### src/rtl/stream_pkg.sv
// Shared types for the 1-to-2 stream demux: packet-lock FSM states and channel indices.
// Channel indices are single-bit because the destination select is a single wire.
package stream_pkg;

   typedef enum logic {
      S_IDLE = 1'b0,
      S_PKT  = 1'b1
   } state_t;

   localparam logic CH0 = 1'b0;
   localparam logic CH1 = 1'b1;

endpackage : stream_pkg

### src/rtl/stream_demux_1to2_if.sv
// Boundary bundle of the demux: one upstream stream plus select, two downstream streams.
// The slave modport is the demux's view; master is the environment's view.
interface stream_demux_1to2_if #(
   parameter int WIDTH = 8
);

   logic [WIDTH-1:0] in_data;
   logic             in_valid;
   logic             in_last;
   logic             in_ready;
   logic             sel;

   logic [WIDTH-1:0] out0_data;
   logic             out0_valid;
   logic             out0_last;
   logic             out0_ready;

   logic [WIDTH-1:0] out1_data;
   logic             out1_valid;
   logic             out1_last;
   logic             out1_ready;

   modport master (
      output in_data,
      output in_valid,
      output in_last,
      output sel,
      output out0_ready,
      output out1_ready,
      input  in_ready,
      input  out0_data,
      input  out0_valid,
      input  out0_last,
      input  out1_data,
      input  out1_valid,
      input  out1_last
   );

   modport slave (
      input  in_data,
      input  in_valid,
      input  in_last,
      input  sel,
      input  out0_ready,
      input  out1_ready,
      output in_ready,
      output out0_data,
      output out0_valid,
      output out0_last,
      output out1_data,
      output out1_valid,
      output out1_last
   );

endinterface : stream_demux_1to2_if

### src/rtl/stream_reg_slice.sv
// One-entry output register stage (valid/data/last) with 1-cycle latency.
// Accepts a new beat when empty or when the current one drains in the same cycle.
module stream_reg_slice #(
   parameter int WIDTH = 8
) (
   input  logic             clk,
   input  logic             rst,
   input  logic             load_i,
   input  logic [WIDTH-1:0] data_i,
   input  logic             last_i,
   input  logic             ready_i,
   output logic             can_load_o,
   output logic             valid_o,
   output logic [WIDTH-1:0] data_o,
   output logic             last_o
);

   logic             valid_q, valid_d;
   logic [WIDTH-1:0] data_q,  data_d;
   logic             last_q,  last_d;

   assign can_load_o = !valid_q || ready_i;

   // Data/last only change on a load, and a load only happens when the held beat
   // is leaving, so the outputs stay stable while the consumer stalls.
   always_comb begin
      valid_d = valid_q;
      data_d  = data_q;
      last_d  = last_q;
      if (load_i) begin
         valid_d = 1'b1;
         data_d  = data_i;
         last_d  = last_i;
      end else if (ready_i) begin
         valid_d = 1'b0;
      end
   end

   always_ff @(posedge clk or posedge rst) begin
      if (rst) begin
         valid_q <= 1'b0;
         data_q  <= '0;
         last_q  <= 1'b0;
      end else begin
         valid_q <= valid_d;
         data_q  <= data_d;
         last_q  <= last_d;
      end
   end

   assign valid_o = valid_q;
   assign data_o  = data_q;
   assign last_o  = last_q;

endmodule : stream_reg_slice

### src/rtl/stream_demux_1to2.sv
// 1-to-2 stream demux with a registered stage per output; beats appear 1 cycle after acceptance.
// STREAM_DEMUX_PKT_LOCK_EN: lock the destination for a whole packet (sel sampled on its first beat).
module stream_demux_1to2 #(
   parameter int WIDTH = 8
) (
   input  logic                clk,
   input  logic                rst,
   stream_demux_1to2_if.slave  bus
);

   import stream_pkg::*;

   logic dest;
   logic accept;
   logic can_load0;
   logic can_load1;
   logic load0;
   logic load1;

`ifdef STREAM_DEMUX_PKT_LOCK_EN
   state_t state_q, state_d;
   logic   sel_q,   sel_d;

   assign dest = (state_q == S_PKT) ? sel_q : bus.sel;

   always_ff @(posedge clk or posedge rst) begin
      if (rst) begin
         state_q <= S_IDLE;
         sel_q   <= CH0;
      end else begin
         state_q <= state_d;
         sel_q   <= sel_d;
      end
   end

   always_comb begin
      state_d = state_q;
      sel_d   = sel_q;
      case (state_q)
         S_IDLE: begin
            // A single-beat packet never leaves idle, so sel stays live for the next one.
            if (accept && !bus.in_last) begin
               state_d = S_PKT;
               sel_d   = bus.sel;
            end
         end
         S_PKT: begin
            if (accept && bus.in_last) begin
               state_d = S_IDLE;
            end
         end
         default: state_d = S_IDLE;
      endcase
   end
`else
   assign dest = bus.sel;
`endif

   // Only the destination stage gates upstream; the other channel may stall freely.
   assign bus.in_ready = (dest == CH1) ? can_load1 : can_load0;
   assign accept       = bus.in_valid && bus.in_ready;
   assign load0        = accept && (dest == CH0);
   assign load1        = accept && (dest == CH1);

   stream_reg_slice #(
      .WIDTH (WIDTH)
   ) u_slice0 (
      .clk        (clk),
      .rst        (rst),
      .load_i     (load0),
      .data_i     (bus.in_data),
      .last_i     (bus.in_last),
      .ready_i    (bus.out0_ready),
      .can_load_o (can_load0),
      .valid_o    (bus.out0_valid),
      .data_o     (bus.out0_data),
      .last_o     (bus.out0_last)
   );

   stream_reg_slice #(
      .WIDTH (WIDTH)
   ) u_slice1 (
      .clk        (clk),
      .rst        (rst),
      .load_i     (load1),
      .data_i     (bus.in_data),
      .last_i     (bus.in_last),
      .ready_i    (bus.out1_ready),
      .can_load_o (can_load1),
      .valid_o    (bus.out1_valid),
      .data_o     (bus.out1_data),
      .last_o     (bus.out1_last)
   );

endmodule : stream_demux_1to2

### src/flat_wrapper.sv
// flat-port wrapper written by rule: the top's interface ports become plain ports
module stream_demux_1to2_flat import stream_pkg::*;
#(
   parameter int WIDTH = 8
)
  (clk, rst, bus_in_data, bus_in_valid, bus_in_last, bus_sel, bus_out0_ready, bus_out1_ready, bus_in_ready, bus_out0_data, bus_out0_valid, bus_out0_last, bus_out1_data, bus_out1_valid, bus_out1_last);
  stream_demux_1to2_if #(.WIDTH(WIDTH)) bus_i ();
  input  logic clk;
  input  logic rst;
  input wire logic [$bits(bus_i.in_data)-1:0] bus_in_data;
  input wire logic [$bits(bus_i.in_valid)-1:0] bus_in_valid;
  input wire logic [$bits(bus_i.in_last)-1:0] bus_in_last;
  input wire logic [$bits(bus_i.sel)-1:0] bus_sel;
  input wire logic [$bits(bus_i.out0_ready)-1:0] bus_out0_ready;
  input wire logic [$bits(bus_i.out1_ready)-1:0] bus_out1_ready;
  output wire logic [$bits(bus_i.in_ready)-1:0] bus_in_ready;
  output wire logic [$bits(bus_i.out0_data)-1:0] bus_out0_data;
  output wire logic [$bits(bus_i.out0_valid)-1:0] bus_out0_valid;
  output wire logic [$bits(bus_i.out0_last)-1:0] bus_out0_last;
  output wire logic [$bits(bus_i.out1_data)-1:0] bus_out1_data;
  output wire logic [$bits(bus_i.out1_valid)-1:0] bus_out1_valid;
  output wire logic [$bits(bus_i.out1_last)-1:0] bus_out1_last;
  assign bus_i.in_data = bus_in_data;
  assign bus_i.in_valid = bus_in_valid;
  assign bus_i.in_last = bus_in_last;
  assign bus_i.sel = bus_sel;
  assign bus_i.out0_ready = bus_out0_ready;
  assign bus_i.out1_ready = bus_out1_ready;
  assign bus_in_ready = bus_i.in_ready;
  assign bus_out0_data = bus_i.out0_data;
  assign bus_out0_valid = bus_i.out0_valid;
  assign bus_out0_last = bus_i.out0_last;
  assign bus_out1_data = bus_i.out1_data;
  assign bus_out1_valid = bus_i.out1_valid;
  assign bus_out1_last = bus_i.out1_last;
  stream_demux_1to2 #(.WIDTH(WIDTH)) u_core (.clk(clk), .rst(rst), .bus(bus_i));
endmodule
### config.mk
export PLATFORM = sky130hd
export DESIGN_NAME = stream_demux_1to2_flat
export DESIGN_NICKNAME = d
export VERILOG_FILES = /design/src/rtl/stream_pkg.sv /design/src/rtl/stream_demux_1to2_if.sv /design/src/rtl/stream_reg_slice.sv /design/src/rtl/stream_demux_1to2.sv /design/src/flat_wrapper.sv
export SDC_FILE = /design/constraint.sdc
export NUM_CORES = 1
export LEC_CHECK = 0
export ABC_AREA = 1
export CAP_MARGIN = 30
export CORE_MARGIN = 3
export CORE_UTILIZATION = 44
export CTS_CLUSTER_SIZE = 28
export DETAILED_ROUTE_END_ITERATION = 7
export HOLD_SLACK_MARGIN = 0.06
export PLACE_DENSITY = 0.82
export SYNTH_ARGS = -nofsm -noshare
export SYNTH_HDL_FRONTEND = slang
export SYNTH_SLANG_ARGS = --single-unit
### constraint.sdc
create_clock -name clk -period 2.15 [get_ports clk]
set_clock_uncertainty 0.15 [all_clocks]
set_input_delay 0.3225 -clock clk [delete_from_list [all_inputs] [get_ports clk]]
set_output_delay 0.3225 -clock clk [all_outputs]
set_load 0.1 [all_outputs]
==> metrics.txt <==
status=finished, final reports clean; H-tree depth=1; leakage power=0.6496 nW; iteration count of the initial detailed-routing pass=4; Flop pwr share=35.4%; Worst Setup End Kind=output pin; gr usage total=16.62%; PortBufs=35; Die Ht=50.49 µm; drt drc=0; Slew @ Worst Pin=0.2827 ns; CP peak stage delay=0.46 ns; post-layout min period=1.811 ns; wire length per cell=12.72 µm; Synth Register Bits=20; Setup WS pre-CTS=0.3584 ns; Worst VDD drop=634.2 µV; CTS tree=built; first-pass GRT wire length=3284 µm; cell area after synthesis=870.8 µm²; Int Power=0.6372 mW; FP Rows=15; critical path class=in -> out; # resized after CTS=0; CP max stage cell=clkdlybuf4s50_1; crit path cell chain=clkdlybuf4s50_1, inv_2, nand2_1, nand2_1, buf_12; CP bufs+invs=3; Crit path top cell by count=nand2_1; worst skew pair latency=0.29 ns; syn nets=108; final period utilization=84.23%; Final HPWL DP=1534 µm; layout cell share with drive strength beyond 1=26.15%; CTS clk-pin slew, worst paths=0.10 ns; Chip Width=50.49 µm; vias in the first global route=739; Post-Route WL=1971 µm; CP startpoint kind=input pin; Critical Path Fanout Max=11; leading post-synthesis cells by cell area=dfrtp_1 57%, nand2_1 19%, nand4_1 13%, nand3_4 4.0%, buf_4 3.4%; Setup Viol. Count Final=0; worst setup margin=0.3390 ns; final hold vios=0; die area=2549 µm²; fin nets=147; Cells after Synth=93; Fin Setup TNS=0 ns; combinational group share of total power=52.0%; RSZ-0062 raised after global routing=false; clock root buffer master=clkbuf_4; Netlist cell types=9; RR Startpoint=u_core.u_slice1.valid_o$_DFFE_PP0P_; gpl congestion=0.7566; power density over cell area=1070 nW/µm²; hold buffer count at cts=0; filler instances=156; largest net degree at the start of global routing=21; DR vias/cell=4.968; sequential fraction of the synthesis area=57.47%; Net Sw Frac=51.52%; Yosys top cell area share=57.47%; DR vias=770; largest area contributor in the netlist=dfrtp_1; Clock Tree Buf Depth=2; clk sinks=20; First DRT Iteration DRCs=21; Ys Warns=0; antenna cell count=0; Num CTS Buffers=3; Worst Setup SP=bus_sel; total power=1.314 mW; Critical Path RT=1.68 ns; delay-heaviest family, CP=buffers and inverters; Synth Area per Inst=9.364 µm²; switching power=0.6772 mW; Peak Freq=0.5522 GHz; GRT overflow=0; path type of the worst min-delay path=in -> async; multi-input logic area=309.0 µm²; Storage cell area=503.0 µm²; Clk pwr share=12.6%; data arrival time of the worst path=1.34 ns; remaining antenna violation count=0; postcts setup bufs=0; # IOs=36; Area Growth Syn to Fin=41.09%; Starting Density=48.33%; Relative slew margins=81.31%; Max Cap Violations=0; core area=1802 µm²; max-slew violation count=0; initial antenna violation count=0
## registers in the layout (all words and copies together), names as in the netlist
register	cells
u_core.u_slice0.data_o	8
u_core.u_slice1.data_o	8
u_core.u_slice0.last_o	1
u_core.u_slice0.valid_o	1
u_core.u_slice1.last_o	1
u_core.u_slice1.valid_o	1
## stage by stage
step / hold slack [ns] / util (%) / area (µm²) / std cells
after global placement: 0.3077 / 66.94 / 1206 / 152
after global routing: 0.2381 / 68.19 / 1229 / 155
after detailed placement: 0.3098 / 66.94 / 1206 / 152
after floorplan: 0.1362 / - / 873.3 / 93
after CTS: 0.2070 / 68.19 / 1229 / 155
final: 0.1959 / 68.19 / 1229 / 155
## routing by layer
layer / vias to the layer above / GRT usage, % / routed length (µm)
li1: 387 / - / -
met1: 359 / 20.96 / 850
met2: 22 / 29.13 / 993
met3: 2 / 2.374 / 114
met4: 0 / 5.381 / 12
met5: - / 0 / 0
## cell families (layout without fill, tap and decap cells)
family	Yosys count	count (layout)	synth area share, %
buffers and inverters	10	47	7.039
flip-flops	20	20	57.47
AND/OR/NAND/NOR	63	63	35.49
## final timing paths
kind                                                    endpoint  slack (ns)  depth (start not counted)
min in group clk           u_core.u_slice0.data_o[6]$_DFFE_PP0P_        0.33                          2
setup reg to reg           u_core.u_slice1.data_o[0]$_DFFE_PP0P_        0.92                          5
hold reg to reg            u_core.u_slice0.data_o[6]$_DFFE_PP0P_        0.33                          2
setup / recovery                                    bus_in_ready        0.34                          5
max in group asynchronous    u_core.u_slice0.valid_o$_DFFE_PP0P_        1.43                          3
hold / removal             u_core.u_slice1.data_o[0]$_DFFE_PP0P_        0.20                          3
## worst register-to-register path, cell delays in order, from the launching register on
cell and delay [ns]:
dfrtp_2 0.41, nand2_1 0.08, buf_4 0.19, nand3_4 0.14, nand2_1 0.10, nand2_1 0.06
## power by group through the flow
stage / clock network, mW / registers, mW / logic, mW
2_1_floorplan: 0 / 0.896 / 0.100
3_3_place_gp: 0 / 0.470 / 0.681
3_5_place_dp: 0 / 0.473 / 0.688
4_1_cts: 0.171 / 0.466 / 0.688
5_1_grt: 0.185 / 0.474 / 0.708
6_report: 0.165 / 0.465 / 0.684
## synth_stat cells, drive strengths merged
cell and instances:
nand2 43, dfrtp 20, nand4 18, buf 6, inv 4, nand3 2
## final cells by class
| class | instances | area share, % |
|---|---|---|
| well taps | 25 | 2.546 |
| repair buffers | 40 | 28.31 |
| multi-input cells | 63 | 25.15 |
| flip-flops and latches | 20 | 40.94 |
| clock buffers | 3 | 1.833 |
| inverters | 4 | 1.222 |
## placed cells by master (no fill, tap or decap)
| cell | count |
|---|---|
| clkbuf_4 | 3 |
| inv_1 | 3 |
| nand3_4 | 2 |
| clkdlybuf4s50_1 | 14 |
| buf_4 | 25 |
| inv_2 | 1 |
| buf_12 | 1 |
| dfrtp_1 | 18 |
| nand2_1 | 43 |
| nand4_1 | 18 |
| dfrtp_2 | 2 |
No activity file was read; power rests on OpenSTA's default activity.
==> edit: new RTL, same flow settings <==
Build with the macro `STREAM_DEMUX_PKT_LOCK_EN` defined.
--- a/src/rtl/stream_demux_1to2.sv
+++ b/src/rtl/stream_demux_1to2.sv
@@ -1,4 +1,6 @@
 // 1-to-2 stream demux with a registered stage per output; beats appear 1 cycle after acceptance.
 // STREAM_DEMUX_PKT_LOCK_EN: lock the destination for a whole packet (sel sampled on its first beat).
+`define STREAM_DEMUX_PKT_LOCK_EN
+
 module stream_demux_1to2 #(
    parameter int WIDTH = 8
Check against the original RTL: not equivalent (Yosys sat finds a counterexample within 4 cycles, from zero or initial values and one cycle with rst high).
==> edit against the original RTL <==
  * Final cell count increased by 7.1%
  * Maximum frequency decreased by 3.9%
  * Area after synthesis increased by 14%
  * Worst setup slack got worse by 0.073 ns
  * Sequential cell count increased by 2
  * Cell area increased by 11%
  * Wire length increased by 2.9%
  * Synthesized cell count increased by 8.6%
Power is not shown: default switching activity piles up to over one toggle a cycle in this logic, so the estimate is an artifact.
==> edit: results (changes against the original RTL) <==
Run status
Result of the run: finished clean (unchanged).

Worst setup path
The critical path data arrival time is 1.41 ns (was 1.34 ns). The largest stage delay on the critical path was 0.52 ns (was 0.46 ns).

Logic synthesis
The share of the yosys chip area belonging to registers is 0.556 (was 0.575). The count of cell types in the netlist was 10 (was 9). Cell types with the largest area share after synthesis: sky130_fd_sc_hd__dfrtp_1 (56%), sky130_fd_sc_hd__o21ai_2 (16%), sky130_fd_sc_hd__nand2_1 (12%) (was sky130_fd_sc_hd__dfrtp_1 (57%), sky130_fd_sc_hd__nand2_1 (19%), sky130_fd_sc_hd__nand4_1 (13%)). Leading post-synthesis cells by instance count: sky130_fd_sc_hd__nand2_1 (32), sky130_fd_sc_hd__dfrtp_1 (22), sky130_fd_sc_hd__o21ai_2 (18) (was sky130_fd_sc_hd__nand2_1 (43), sky130_fd_sc_hd__dfrtp_1 (20), sky130_fd_sc_hd__nand4_1 (18)).

GRT
The met1 routing resource usage after global routing was 0.207 (was 0.210). The pin count of the biggest net entering global routing is 23 (was 21). The fraction of met2 tracks used by global routing is 0.290 (was 0.291).

The global routing usage summed across all routing layers came to 0.167 (was 0.166). The number of global-route vias before repair is 786 (was 739).

Final layout
The proportion of layout cells with a drive suffix above 1 is 0.367 (was 0.262). The final-stage net count is 155 (was 147).

Drt
The first-iteration detailed-routing DRC count was 10 (was 21). The aggregate routed wire length is 2030 µm (was 1970 µm). The amount of wire on met2 after detailed routing is 1030 µm (was 993 µm). The met3 layer wire length in the routed design was 154 µm (was 114 µm).

The number of vias per cell after detailed routing came to 4.69 (was 4.97). The met1 layer wirelength in the final routing is 846 µm (was 850 µm). The routed length per placed instance is 12.2 µm (was 12.7 µm).

Placed design
The placed cell count came to 162 (was 152). The HPWL reported at the end of detailed placement is 1490 µm (was 1530 µm).

Clock tree
The number of buffers created by CTS is 3 (unchanged). The clock slew at the register clock pins of the worst setup and hold paths is 0.12 ns (was 0.10 ns).

STA
The worst-margin pin slew is 0.274 ns (was 0.283 ns).
[edit: changes by cell type after synthesis, moves of 2 or more]
| cell | change |
|---|---|
| sky130_fd_sc_hd__buf_4 | -4 |
| sky130_fd_sc_hd__buf_6 | +3 |
| sky130_fd_sc_hd__dfrtp_1 | +2 |
| sky130_fd_sc_hd__inv_1 | +11 |
| sky130_fd_sc_hd__nand2_1 | -11 |
| sky130_fd_sc_hd__nand3_1 | +5 |
| sky130_fd_sc_hd__nand3_4 | -2 |
| sky130_fd_sc_hd__nand4_1 | -15 |
| sky130_fd_sc_hd__o21ai_2 | +18 |
[edit: final cells by class]
class / count / area, µm²
fillers: 176 / 676
inverters: 15 / 56.3
well taps: 27 / 33.8
clock buffers: 3 / 22.5
clock inverters: 1 / 30.0
flip-flops and latches: 22 / 553
multi-input cells: 60 / 338
repair buffers: 38 / 333
[edit: path summary, 6_finish.rpt]
kind / slack (ns) / endpoint / cells after the start / start
setup / recovery: 0.27 / bus_in_ready / 6 / bus_sel
setup reg to reg: 0.73 / flip-flop / 7 / flip-flop
hold / removal: 0.18 / u_core.u_slice1.data_o[1] / 3 / rst
max in group asynchronous: 1.43 / u_core.u_slice0.valid_o / 3 / rst
hold reg to reg: 0.34 / u_core.u_slice0.data_o[3] / 2 / u_core.u_slice0.data_o[3]
min in group clk: 0.34 / u_core.u_slice0.data_o[3] / 2 / u_core.u_slice0.data_o[3]
[edit: kinds of logic after synthesis]
kind of cell	synth area share
AO/OA/AOI/OAI	0.159
buffers and inverters	0.102
AND/OR/NAND/NOR	0.182
flip-flops	0.556
[edit: critical path, delay by kind of cell]
kind	cells	cell delay [ns]
buffers and inverters	2	0.71
and+or+nand+nor	4	0.37
